===== src/rtl/screen_pkg.sv =====
// Shared screen geometry, coordinate/colour widths and plot-stage state encoding.
package screen_pkg;
  localparam int SCREEN_W      = 160;
  localparam int SCREEN_H      = 120;
  localparam int SCREEN_PIXELS = SCREEN_W * SCREEN_H;
  localparam int X_W           = 8;
  localparam int Y_W           = 7;
  localparam int COLOUR_W      = 3;
  localparam int CNT_W         = 15;

  typedef enum logic [1:0] {
    IDLE   = 2'd0,
    STREAM = 2'd1,
    DONE   = 2'd2
  } screen_state_t;
endpackage


===== src/rtl/plot_align_pipe.sv =====
// Two-stage x/y/valid pipe that meets the one-cycle-late ROM colour at stage 2.
// Latency 2 cycles; no backpressure, i_flush kills both valid bits.
module plot_align_pipe
  import screen_pkg::*;
#(
  parameter int C_W = screen_pkg::COLOUR_W
) (
  input  logic           i_clk,
  input  logic           i_rst,
  input  logic           i_flush,
  input  logic           i_vld,
  input  logic [X_W-1:0] i_x,
  input  logic [Y_W-1:0] i_y,
  input  logic [C_W-1:0] i_c,
  output logic           o_vld,
  output logic [X_W-1:0] o_x,
  output logic [Y_W-1:0] o_y,
  output logic [C_W-1:0] o_c
);
  logic [X_W-1:0] r_x_d1;
  logic [Y_W-1:0] r_y_d1;
  logic           r_v_d1;
  logic [X_W-1:0] r_x;
  logic [Y_W-1:0] r_y;
  logic [C_W-1:0] r_c;
  logic           r_v;

  always_ff @(posedge i_clk or posedge i_rst) begin
    if (i_rst) begin
      r_x_d1 <= '0;
      r_y_d1 <= '0;
      r_v_d1 <= 1'b0;
      r_x    <= '0;
      r_y    <= '0;
      r_c    <= '0;
      r_v    <= 1'b0;
    end else begin
      r_x_d1 <= i_x;
      r_y_d1 <= i_y;
      r_v_d1 <= i_vld & ~i_flush;
      r_x    <= r_x_d1;
      r_y    <= r_y_d1;
      r_c    <= i_c;
      r_v    <= r_v_d1 & ~i_flush;
    end
  end

  assign o_vld = r_v;
  assign o_x   = r_x;
  assign o_y   = r_y;
  assign o_c   = r_c;
endmodule


===== src/rtl/screen_plot_stage.sv =====
// Drawer-to-VGA stage: one plot per distinct coordinate, frame_done after WIDTH*HEIGHT plots.
// Latency 2 cycles, no backpressure; SCREEN_PLOT_CLIP_EN drops off-screen coordinates.
module screen_plot_stage
  import screen_pkg::*;
#(
  parameter int WIDTH    = screen_pkg::SCREEN_W,
  parameter int HEIGHT   = screen_pkg::SCREEN_H,
  parameter int COLOUR_W = screen_pkg::COLOUR_W
) (
  input  logic                clk,
  input  logic                reset,
  input  logic                draw_active,
  input  logic [7:0]          x_in,
  input  logic [6:0]          y_in,
  input  logic [COLOUR_W-1:0] c_in,
  output logic [7:0]          vga_x,
  output logic [6:0]          vga_y,
  output logic [COLOUR_W-1:0] vga_colour,
  output logic                vga_plot,
  output logic                frame_done,
  output logic                busy
);
  localparam logic [CNT_W-1:0] LAST_CNT = CNT_W'(WIDTH * HEIGHT - 1);

  screen_state_t    r_state;
  logic [CNT_W-1:0] r_cnt;
  logic             r_first;
  logic [7:0]       r_last_x;
  logic [6:0]       r_last_y;
  logic             r_frame_done;

  logic w_stream;
  logic w_on;
  logic w_new;
  logic w_hit;
  logic w_flush;

`ifdef SCREEN_PLOT_CLIP_EN
  localparam logic [7:0] X_LIM = 8'(WIDTH);
  localparam logic [6:0] Y_LIM = 7'(HEIGHT);
  assign w_on = (x_in < X_LIM) && (y_in < Y_LIM);
`else
  assign w_on = 1'b1;
`endif

  assign w_stream = (r_state == STREAM);
  assign w_new    = w_stream && w_on && (r_first || ({x_in, y_in} != {r_last_x, r_last_y}));
  assign w_hit    = w_stream && vga_plot && (r_cnt == LAST_CNT);
  // Anything still in flight on abort, on the final plot, or outside STREAM is dropped.
  assign w_flush  = !(w_stream && draw_active && !w_hit);

  always_ff @(posedge clk or posedge reset) begin
    if (reset) begin
      r_state      <= IDLE;
      r_cnt        <= '0;
      r_first      <= 1'b1;
      r_last_x     <= '0;
      r_last_y     <= '0;
      r_frame_done <= 1'b0;
    end else begin
      r_frame_done <= 1'b0;
      case (r_state)
        IDLE: begin
          if (draw_active) begin
            r_state <= STREAM;
            r_cnt   <= '0;
            r_first <= 1'b1;
          end
        end
        STREAM: begin
          if (!draw_active) begin
            r_state <= IDLE;
            r_cnt   <= '0;
          end else begin
            if (w_new) begin
              r_last_x <= x_in;
              r_last_y <= y_in;
              r_first  <= 1'b0;
            end
            if (vga_plot) begin
              r_cnt <= r_cnt + 1'b1;
              if (r_cnt == LAST_CNT) begin
                r_state      <= DONE;
                r_frame_done <= 1'b1;
              end
            end
          end
        end
        DONE: begin
          if (!draw_active) r_state <= IDLE;
        end
        default: r_state <= IDLE;
      endcase
    end
  end

  plot_align_pipe #(.C_W(COLOUR_W)) u_pipe (
    .i_clk  (clk),
    .i_rst  (reset),
    .i_flush(w_flush),
    .i_vld  (w_new),
    .i_x    (x_in),
    .i_y    (y_in),
    .i_c    (c_in),
    .o_vld  (vga_plot),
    .o_x    (vga_x),
    .o_y    (vga_y),
    .o_c    (vga_colour)
  );

  assign frame_done = r_frame_done;
  assign busy       = w_stream;
endmodule


===== config.mk =====
export PLATFORM = sky130hd
export DESIGN_NAME = screen_plot_stage
export DESIGN_NICKNAME = d
export VERILOG_FILES = /design/src/rtl/screen_pkg.sv /design/src/rtl/plot_align_pipe.sv /design/src/rtl/screen_plot_stage.sv
export SDC_FILE = /design/constraint.sdc
export NUM_CORES = 1
export LEC_CHECK = 0
export CAP_MARGIN = 0
export CORE_UTILIZATION = 25
export CTS_CLUSTER_SIZE = 12
export DETAILED_ROUTE_END_ITERATION = 10
export PLACE_DENSITY = 0.41
export SLEW_MARGIN = 20
export SYNTH_ARGS = -nofsm -noshare
export SYNTH_HDL_FRONTEND = slang
export SYNTH_SLANG_ARGS = --single-unit

===== constraint.sdc =====
create_clock -name clk -period 2.56 [get_ports clk]
set_input_delay 0.384 -clock clk [delete_from_list [all_inputs] [get_ports clk]]
set_output_delay 0.384 -clock clk [all_outputs]
set_load 0.01 [all_outputs]

# ---- Word-level counts from Yosys, hierarchy flattened
# Cells that the tools add are included.
dict set report op_classes {
  n_addsub 1
  eq_ne 10
  muxes 18
  bitwise_logic 2
  reduce_logical 13
}
# operator n
set op_table {}
lappend op_table {{$mux 15} 3}
lappend op_table {{$pmux 15 s2} 1}
lappend op_table {{$add 15x1->15 const B} 1}
lappend op_table {{$eq 15x15->1 const B} 1}
lappend op_table {{$ne 15x15->1} 1}
lappend op_table {{$mux 2} 5}
lappend op_table {{$reduce_and 4->1} 2}
lappend op_table {{$mux 1} 7}
lappend op_table {{$ne 2x2->1 const B} 3}
lappend op_table {{$ne 3x2->1 const B} 2}
lappend op_table {{$pmux 2 s3} 1}
lappend op_table {{$reduce_and 3->1} 2}
lappend op_table {{$logic_and 1x1->1} 5}
lappend op_table {{$and 1x1->1} 2}
lappend op_table {{$eq 2x1->1 const B} 1}
lappend op_table {{$eq 2x2->1 const B} 1}
lappend op_table {{$logic_not 2->1} 1}
lappend op_table {{$ne 2x1->1 const B} 1}
lappend op_table {{$pmux 1 s2} 1}
lappend op_table {{$reduce_bool 2->1} 1}
lappend op_table {{$logic_not 1->1} 1}
lappend op_table {{$logic_or 1x1->1} 1}
dict set report totals {
  regBits 69
  input_bits 21
  output_inout_bits 21
  word_cells 57
}

# ---- Longest topological paths before layout
dict set report depth {
  depth_word 6
  depth_mapped 7
  mapped_depth_nobuf 6
}

# ---- Cells and area by module
# Synthesis repeated with hierarchy kept, for this count alone.
dict set report hier_totals {
  hier_cells 190
  area_unflattened_um2 2651.3
}
# mod instances cells_each area_per_inst_um2 seq_area_each_um2
set modules_own_cells {}
lappend modules_own_cells {screen_plot_stage 1 152 1759.2 852.1}
lappend modules_own_cells {plot_align_pipe 1 38 892.1 875.8}

# ---- Worst setup path after synthesis
# Ideal clock, no wire load.
dict set report synth_timing {
  kind {flip-flop to flip-flop}
  from {reg r_last_y[5]}
  to {reg r_last_x[0]}
  setup_time_ps 125
  t_arrival_ps 1881
  required_time_ps 2435
  slack_ps 554
  stages_incl_launch_ff 8
  path_buffers 2
  period_less_slack_ps 2006
  cell_sequence {dfrtp_1 xor2_1 or4_4 nor4_4 nand2b_1 buf_6 buf_12 mux2_4}
}
dict set report synth_between {
  elab_chain_len 4
}
# item line
set synth_lines {}
lappend synth_lines {{from (decl)} screen_plot_stage.sv:29} ;# logic [6:0] r_last_y;
lappend synth_lines {{from (signal assigned)} screen_plot_stage.sv:77} ;# r_last_y <= y_in;
lappend synth_lines {{$ne 15x15->1} screen_plot_stage.sv:47} ;# assign w_new = w_stream && w_on && (r_first || ({x_in, y_in} != {r_last_x, r_last_y}));
lappend synth_lines {{$logic_or 1x1->1} screen_plot_stage.sv:47}
lappend synth_lines {{$logic_and 1x1->1} screen_plot_stage.sv:47}
lappend synth_lines {{$reduce_and 3->1 (no source line)} --}
lappend synth_lines {{to (signal assigned)} screen_plot_stage.sv:76} ;# r_last_x <= x_in;
lappend synth_lines {{to (decl)} screen_plot_stage.sv:28} ;# logic [7:0] r_last_x;
# Every way passes these cells.
# A chain may end at the register's enable or synchronous reset.

# ---- Worst setup path after layout
dict set report layout_timing {
  from {in y_in[5]}
  to {reg r_last_x[5]}
}
dict set report layout_between {
  elab_chain_len 4
}
# item line
set layout_lines {}
lappend layout_lines {{from (decl)} screen_plot_stage.sv:14} ;# input logic [6:0] y_in,
lappend layout_lines {{$ne 15x15->1} screen_plot_stage.sv:47}
lappend layout_lines {{$logic_or 1x1->1} screen_plot_stage.sv:47}
lappend layout_lines {{$logic_and 1x1->1} screen_plot_stage.sv:47}
lappend layout_lines {{$reduce_and 3->1 (no source line)} --}
# Every way passes these cells.

==> summary.txt <==
Worst setup path
  – Worst R2R Setup Slack: 0.50 ns
  – Worst path max stage delay: 0.53 ns
  – RR Endpoint: r_last_x[5]
  – Worst-path fanout max: 6
  – CP Launch Point: y_in[5]
  – CP cell instances: clkdlybuf4s50_1 > xor2_1 > or4_4 > nor4_4 > nand2b_1 > buf_4 > mux2_2
  – FF-to-FF Start: r_last_y[5]
  – Cell count of the worst reg-to-reg path: 6
  – CP delay by family, top: simple AND/OR/NAND/NOR gates
  – Worst EP required: 2.78 ns
  – Worst Setup Path Type: primary input to register
  – Crit start category: primary input
  – Critical path capture point type: register
  – Slowest cell on the critical path: or4_4
  – Buffers & Inverters on Critical Path: 2
  – CP Data Arrival Time: 2.40 ns

Power and ir drop
  – Clock Power Share: 0.385
  – Power per cell area: 675 nW/um^2
  – Switching Share: 0.248
  – Sequential share of power: 0.511
  – Max VDD drop: 0.259 mV
  – P_int: 1750 uW
  – Static leakage: 0.00147 uW
  – Gate power share: 0.104
  – Psw: 578 uW

Detailed routing
  – WL/cell: 12.8 microns
  – Initial DRT Pass Iterations: 4
  – Total number of vias: 1,568
  – DRT iter0 DRCs: 47
  – WL final: 4960 microns
  – Via density: 4.06
  – Routed Antenna Nets: 0
  – # DRC: 0

Floorplanning
  – Die height: 105 microns
  – Initial core utilization: 0.257
  – # rows: 37
  – Die width: 105 microns
  – Area of the die: 11,000 sq um
  – # IOs: 42
  – CORE AREA: 10,300 sq um

Timing
  – Tmin final: 2.17 ns
  – RSZ-0062 raised after global routing: no
  – Final period utilization: 0.849
  – Setup TNS: 0 ns
  – Clock Skews: 0.00781 ns
  – Worst slew pin tran: 0.528 ns
  – Finish-stage setup viols: 0
  – Final Hold Vio Count: 0
  – Max Fclk: 460 MHz
  – Max-slew violations: 0
  – Slew HR: 0.648

Global routing
  – Tot GR Track Use: 0.104
  – Vias in the first global route: 1,699
  – GRT overflow: 0
  – First-pass GRT wire length: 8720 microns
  – Initial antenna violation count: 0
  – Largest net degree at the start of global routing: 42

Clock tree
  – CTS max path bufs: 2
  – # Post-CTS Setup Buffers: 0
  – CTS Buf Count: 9
  – Hold_buf cts: 0
  – CTS resizes: 0
  – H-tree depth: 3
  – Clock tree from TritonCTS: yes
  – Clk Latency, worst-skew pair: 0.34 ns
  – Clk sink count: 69
  – CTS root buffer: clkbuf_8
  – Clock slew at reported path FFs: 0.07 ns

Synthesis
  – Synth warn: 0
  – Synthesized instance count: 188
  – Sequential fraction of the synthesis area: 0.655
  – Post-synthesis net count: 210
  – Synth Cell Area: 2640 sq um
  – Synth unique cells: 36
  – Mean post-synth cell area: 14.0 sq um
  – EDFF count, synth: 0
  – Post-synth ARST share: 1.00
  – Number of synthesized register bits: 69
  – Main synth FF type: dfrtp_1

Cells and area
  – Post-route cell area: 3450 sq um
  – Sequential cell area: 1730 sq um
  – # diodes: 0
  – Area of the multi-input gates: 870 sq um
  – Area Growth Syn to Fin: 30.6%
  – Filler cell count: 1,054
  – Final #Nets: 267
  – Most frequent cells in the layout: 68 x dfrtp_1, 41 x clkdlybuf4s50_1, 16 x nor2_1
  – Layout cells sized above 1: 0.184
  – Commonest non-fill, non-tap cell in the layout: dfrtp_1

Worst hold path
  – Min-delay worst type: register to register
  – Worst min-delay path startpoint: u_pipe.r_x_d1[4]
  – Hold Crit Endpoint: u_pipe.o_x[4]
  – WHS Path Cells: 0

Run status
  – Outcome: finished clean

Placement
  – Final estimated routing congestion in global placement: 0.655
  – Placed inst area: 3250 sq um
  – Port Buf Inserts: 41
  – DP HPWL: 3340 microns

Flow run
  – Maxcap violations: 0
power groups by stage:
stage | clock (uW) | sequential (uW) | combinational, uW
3_3_place_gp | 0 | 1210 | 247
3_5_place_dp | 0 | 1210 | 248
4_1_cts | 947 | 1190 | 249
6_report | 897 | 1190 | 242
5_1_grt | 998 | 1200 | 269
2_1_floorplan | 0 | 1210 | 138
cells by family (layout without fill, tap and decap cells):
family	after synthesis	in the layout	synth area share
mux	16	16	0.0820
flops	69	69	0.655
simple gates	61	61	0.132
buf+inv	5	67	0.0161
compound gates	9	9	0.0209
xor+xnor	27	27	0.0896
fa+ha+maj	1	1	0.00474
synth_stat cells (all sizes together), types with 2 or more instances:
cell | count | share of area
nand2 | 7 | 0.010
nor2 | 16 | 0.023
mux2 | 15 | 0.078
nand4 | 7 | 0.017
clkbuf | 2 | 0.0028
nand2b | 3 | 0.0071
nand3 | 9 | 0.017
dfrtp | 68 | 0.64
and3 | 3 | 0.0071
and2 | 2 | 0.0047
o21ai | 5 | 0.0095
nor4b | 2 | 0.0066
xor2 | 12 | 0.040
buf | 2 | 0.012
xnor2 | 15 | 0.050
nor3 | 2 | 0.0038
and4 | 2 | 0.0066
through the flow:
stage	utilization	worst slack, ns	std cells	hold WS (ns)	total power, uW
global route	0.336	0.283	386	0.359	2460
global placement	0.316	0.0714	370	0.332	1460
floorplan	-	0.438	188	0.331	1350
detailed placement	0.316	0.0197	370	0.335	1460
finish	0.336	0.386	386	0.350	2330
CTS	0.336	0.392	386	0.354	2390
sequential cells by signal, summed over array words and instances, names as in the netlist:
| signal | count |
|---|---|
| frame_done | 1 |
| r_cnt | 15 |
| r_first | 1 |
| r_last_x | 8 |
| r_last_y | 7 |
| r_state | 2 |
| u_pipe.o_c | 3 |
| u_pipe.o_vld | 1 |
| u_pipe.o_x | 8 |
| u_pipe.o_y | 7 |
| u_pipe.r_v_d1 | 1 |
| u_pipe.r_x_d1 | 8 |
| u_pipe.r_y_d1 | 7 |
cell type report:
class	instances	share of cell area
Tap cell	136	0.0493
Multi-Input combinational cell	114	0.252
Sequential cell	69	0.501
Timing Repair Buffer	50	0.139
Inverter	1	0.00109
Clock inverter	7	0.0218
Clock buffer	9	0.0359
how the worst max path moves through the flow:
stage / endpoint / slack, ns / cells after the start
6_report: r_last_x[5] / 0.39 / 7
3_5_place_dp: r_last_x[5] / 0.02 / 7
4_1_cts: r_last_x[5] / 0.39 / 7
2_1_floorplan: frame_done / 0.44 / 1
5_1_grt: r_last_x[5] / 0.28 / 7
3_3_place_gp: r_last_x[5] / 0.07 / 7
per-layer routing:
| metal | GRT usage | part of all wire | wire length, microns |
|---|---|---|---|
| met1 | 0.141 | 0.52 | 2570 |
| met2 | 0.147 | 0.43 | 2120 |
| met3 | 0.0381 | 0.041 | 204 |
| met4 | 0.0483 | 0.013 | 64 |
| met5 | 0 | 0 | 0 |
No activity file was read; power rests on OpenSTA's default activity.
